<file path="src/rtl/timer_countdown.sv">
// timer_countdown: MM:SS BCD countdown datapath for the digital timer.
// Loads sanitised presets, decrements once per prescaled second, flags done.
module timer_countdown #(
  parameter int TICK_DIV = 50_000_000
) (
  input  logic       clk,
  input  logic       reset,
  input  logic       load,
  input  logic       run,
  input  logic [3:0] set_min_tens,
  input  logic [3:0] set_min_ones,
  input  logic [3:0] set_sec_tens,
  input  logic [3:0] set_sec_ones,
  output logic [3:0] min_tens,
  output logic [3:0] min_ones,
  output logic [3:0] sec_tens,
  output logic [3:0] sec_ones,
  output logic       tick,
  output logic       done
);

  localparam int PW = (TICK_DIV > 2) ? $clog2(TICK_DIV) : 1;
  localparam logic [PW-1:0] LAST = PW'(TICK_DIV - 1);

  logic [PW-1:0] presc;
  logic          roll;
  logic          zero;
  logic          one;
  logic [3:0]    ld_mt, ld_mo, ld_st, ld_so;
  logic [3:0]    dn_mt, dn_mo, dn_st, dn_so;
  logic          b1, b2, b3;

  // clamp presets to valid BCD; seconds tens limited to 5
  always_comb begin
    ld_mt = (set_min_tens > 4'd9) ? 4'd9 : set_min_tens;
    ld_mo = (set_min_ones > 4'd9) ? 4'd9 : set_min_ones;
    ld_st = (set_sec_tens > 4'd5) ? 4'd5 : set_sec_tens;
    ld_so = (set_sec_ones > 4'd9) ? 4'd9 : set_sec_ones;
  end

  // one-second BCD decrement with borrow chain
  always_comb begin
    b1    = (sec_ones == 4'd0);
    dn_so = b1 ? 4'd9 : sec_ones - 4'd1;
    b2    = b1 && (sec_tens == 4'd0);
    dn_st = b1 ? (b2 ? 4'd5 : sec_tens - 4'd1) : sec_tens;
    b3    = b2 && (min_ones == 4'd0);
    dn_mo = b2 ? (b3 ? 4'd9 : min_ones - 4'd1) : min_ones;
    dn_mt = b3 ? min_tens - 4'd1 : min_tens;
  end

  assign roll = (presc == LAST);
  assign zero = ({min_tens, min_ones, sec_tens, sec_ones} == 16'h0000);
  assign one  = ({min_tens, min_ones, sec_tens, sec_ones} == 16'h0001);

  // load beats run; run advances prescaler and counts down; else hold
  always_ff @(posedge clk or posedge reset) begin
    if (reset) begin
      min_tens <= 4'd0;
      min_ones <= 4'd0;
      sec_tens <= 4'd0;
      sec_ones <= 4'd0;
      presc    <= '0;
      tick     <= 1'b0;
      done     <= 1'b0;
    end else if (load) begin
      min_tens <= ld_mt;
      min_ones <= ld_mo;
      sec_tens <= ld_st;
      sec_ones <= ld_so;
      presc    <= '0;
      tick     <= 1'b0;
      done     <= 1'b0;
    end else if (run) begin
      tick  <= roll;
      presc <= roll ? '0 : presc + PW'(1);
      if (roll && !zero) begin
        min_tens <= dn_mt;
        min_ones <= dn_mo;
        sec_tens <= dn_st;
        sec_ones <= dn_so;
      end
      if (zero || (roll && one))
        done <= 1'b1;
    end else begin
      tick <= 1'b0;
    end
  end

endmodule
</file>
<file path="config.mk">
export PLATFORM = sky130hd
export DESIGN_NAME = timer_countdown
export DESIGN_NICKNAME = d
export VERILOG_FILES = /design/src/rtl/timer_countdown.sv
export SDC_FILE = /design/constraint.sdc
export NUM_CORES = 1
export LEC_CHECK = 0
export CORE_ASPECT_RATIO = 1.4
export CORE_MARGIN = 2
export CORE_UTILIZATION = 59
export CTS_CLUSTER_SIZE = 30
export DETAILED_ROUTE_END_ITERATION = 7
export PLACE_DENSITY = 0.94
export SYNTH_ARGS = -nofsm -noshare
export SYNTH_HDL_FRONTEND = slang
export SYNTH_SLANG_ARGS = --single-unit
</file>
<file path="constraint.sdc">
create_clock -name clk -period 4.5 [get_ports clk]
set_clock_uncertainty 0.2 [all_clocks]
set_input_delay 0.9 -clock clk [delete_from_list [all_inputs] [get_ports clk]]
set_output_delay 0.9 -clock clk [all_outputs]
set_load 0.05 [all_outputs]
</file>
==> results.md <==
* Status: completed
* GPL Wtd Cong at 0.834
* Root buf cell: clkbuf_8
* Buffer count from post-CTS setup fixing at 0
* Crit-path leading delay family: buffers and inverters
* Synth area leaders: dfrtp_1 (41%), xor2_1 (5.3%), nor2_1 (4.8%)
* Ratio of final minimum period to clock period at 0.713
* Grt total ovfl at 0
* Fin util at 0.752
* Worst Hold Slack at roughly 0.31 ns
* IO Pins at 38
* Worst min-delay path class: reg -> reg
* Via Count at 2363
* Mapped cell area at 2660 sq um
* Max-slew violation count at 0
* Max Cap Viol at 0
* Yosys top cell by area: dfrtp_1
* Reg2reg setup slack at about 1.9 ns
* Pin count of the biggest net entering global routing at 45
* # DRC at 0
* WL per Instance at 17.0 um
* Syn Inst Count at 280
* CP Cell Sequence: clkdlybuf4s50_1, inv_1, nand2_1, a31oi_1, o21ai_0, a31oi_1
* Ys Warns at 0
* Main synth FF type: dfrtp_1
* Post-CTS sizing at 0
* First-pass GRT wire length at 10.7 mm
* CTS buffer count at 5
* Pre-antenna DRT Iters at 4
* Die H at 83.4 um
* Finished Layout Cells at 379
* Critical-path top delay cell: clkdlybuf4s50_1
* Num rows at 28
* EDFF count, synth at 0
* Total Wirelength at 6.43 mm
* Final #Nets at 345
* Synth-to-layout area growth at 21.0%
* Crit Path Max Fanout at 13
* Critical path endpoint category: flip-flop
* Initial Utilization at 0.621
* CTS sink cnt at 44
* Number of global-route vias before repair at 2269
* LEAKAGE at 1.32 nW
* Final setup viols at 0
* PD cells at 287 nW/um^2
* Setup_tns at 0 ns
* Worst path max stage delay at about 0.65 ns
* Bufs on Longest Clock Path at 2
* Critical path class: in -> reg
* Crit path required time at between 4 and 5 ns
* Routed Antenna Nets at 0
* Final Hold Vio Count at 0
* Die Area at about 5000 sq um
* Clk slew on worst S/H paths at ~0.090 ns
* CORE AREA at roughly 4300 sq um
* CTS tree: done
* Cell variety after synth at 51
* Post-synthesis sequential element count at 44
* Most frequent cell after synthesis: dfrtp_1
* Slew margin rel. at 0.457
* Via-to-Cell Ratio at 6.23
* Asr flop ratio synth at 1.00
* Initial antenna violation count at 0
* Tmin final at 3.21 ns
* Maximum vdd drop at between 200 and 250 uV
* CTS H-tree lvls at 2
* Sequential fraction of the synthesis area at 0.415
* Share of the synthesized area in the top cell type at 0.415
* Total Power at 0.922 mW
* Avg Cell Area, Syn at 9.49 sq um
* DP Cell Count at 371
* DR iter-0 viols at 216
* Cell mode on critical path: a31oi_1
* CP startpoint kind: primary input
* IO Port Bufs at 37
* RSZ-0062 raised after global routing: no
* FMAX at 312 MHz
* CP Data Arrival Time at 3.22 ns
* Post-detail-place hpwl at around 4.5 mm
* Cts hold-fix bufs at 0
* Post-Syn Nets at approximately 310
* Worst Max-Slew Pin Slew at 0.808 ns
* Ant. Diodes at 0
* CP Buf/Inv Count at 2
* Die width at 60.7 um
* Share of cells above drive strength 1 at 0.100
* Tot GR Track Use at 0.272
* Synth top cells by count: dfrtp_1 (44), nor2_1 (34), nand2_1 (20)
* Clk_lat worst skew at ~0.31 ns
[cell usage in the layout (no fill, tap or decap), types with 2 or more instances in the layout]
cell type and n:
nor4b_1 2, nor2_1 34, xor2_1 16, a22o_1 2, and3_1 9, a211o_1 2
nand2_1 20, nand4_1 18, or2_2 2, nor4_1 3, a31oi_1 6, buf_4 2
inv_1 12, and2_1 3, dfrtp_1 44, clkdlybuf4s50_1 37, nor3_1 9, or3b_2 2
nor3b_2 2, and3_2 2, and4bb_2 2, xnor2_1 6, and4_1 4, o31ai_1 3
nor4_4 2, clkbuf_8 7, o31a_1 2, ha_1 7, mux2_2 2, a21oi_1 9
mux2i_1 2, o21a_1 5, nand3_1 10, o21ai_0 11
[registers in the layout, summed over array words and instances, names as in the netlist]
signal	cells
presc	26
min_ones	4
min_tens	4
sec_ones	4
sec_tens	4
done	1
tick	1
[report_power, final]
part / switching [mW] / leakage, nW / internal [mW]
Combinational: 0.0960 / 0.666 / 0.0624
Sequential: 0.0180 / 0.585 / 0.408
Clock: 0.142 / 0.0645 / 0.196
Total: 0.256 / 1.32 / 0.666
[cells by family (layout without fill, tap and decap cells)]
family                     count (synthesis)  after routing  synth area share
xor gates and xnor gates                  22             22            0.0725
DFF                                       44             44             0.415
adders and majority gates                  7              7            0.0330
AOI/OAI and AO/OA                         49             49             0.132
muxes                                      4              4            0.0160
and+or+nand+nor                          134            134             0.303
buffers and inverters                     20             59            0.0283
[worst register-to-register path, cell delays in order (launching register included)]
cell     delay (ns)
dfrtp_1        0.38
ha_1           0.21
and4_1         0.30
nand4_1        0.29
nor4b_1        0.50
mux2_2         0.39
a22o_2         0.25
[layer usage]
layer / up-vias / global-route usage / share of wire
li1: 1110 / - / -
met1: 1144 / 0.346 / 0.40
met2: 90 / 0.447 / 0.53
met3: 19 / 0.0467 / 0.045
met4: 0 / 0.109 / 0.028
met5: - / 0 / 0
[path summary, 6_finish.rpt]
check                           cells after the start                 start                       to
worst max-delay path                                6                  load    presc[25]$_DFFE_PP0P_
max in group asynchronous                           3                 reset     presc[8]$_DFFE_PP0P_
worst min-delay path                                1      done$_DFFE_PP0P_         done$_DFFE_PP0P_
worst min register to register                      1      done$_DFFE_PP0P_         done$_DFFE_PP0P_
worst max register to register                      6  presc[0]$_DFFE_PP0P_  sec_ones[1]$_DFFE_PP0P_
min in group asynchronous                           3                 reset  min_tens[2]$_DFFE_PP0P_
[metrics by stage]
step	setup WS (ns)	instance area (sq um)
6_report	1.29	3210
5_1_grt	1.14	3210
4_1_cts	1.33	3210
3_5_place_dp	1.08	3090
3_3_place_gp	1.14	3090
2_1_floorplan	1.93	2660
[layout make-up]
cell class,count,area (sq um)
Clock buffer,7,96.3
Clock inverter,1,30.0
Fill cell,279,1060
Inverter,12,45.0
Multi-Input combinational cell,216,1480
Sequential cell,44,1100
Tap cell,60,75.1
Timing Repair Buffer,39,385
Power figures use the tool's default switching activity.
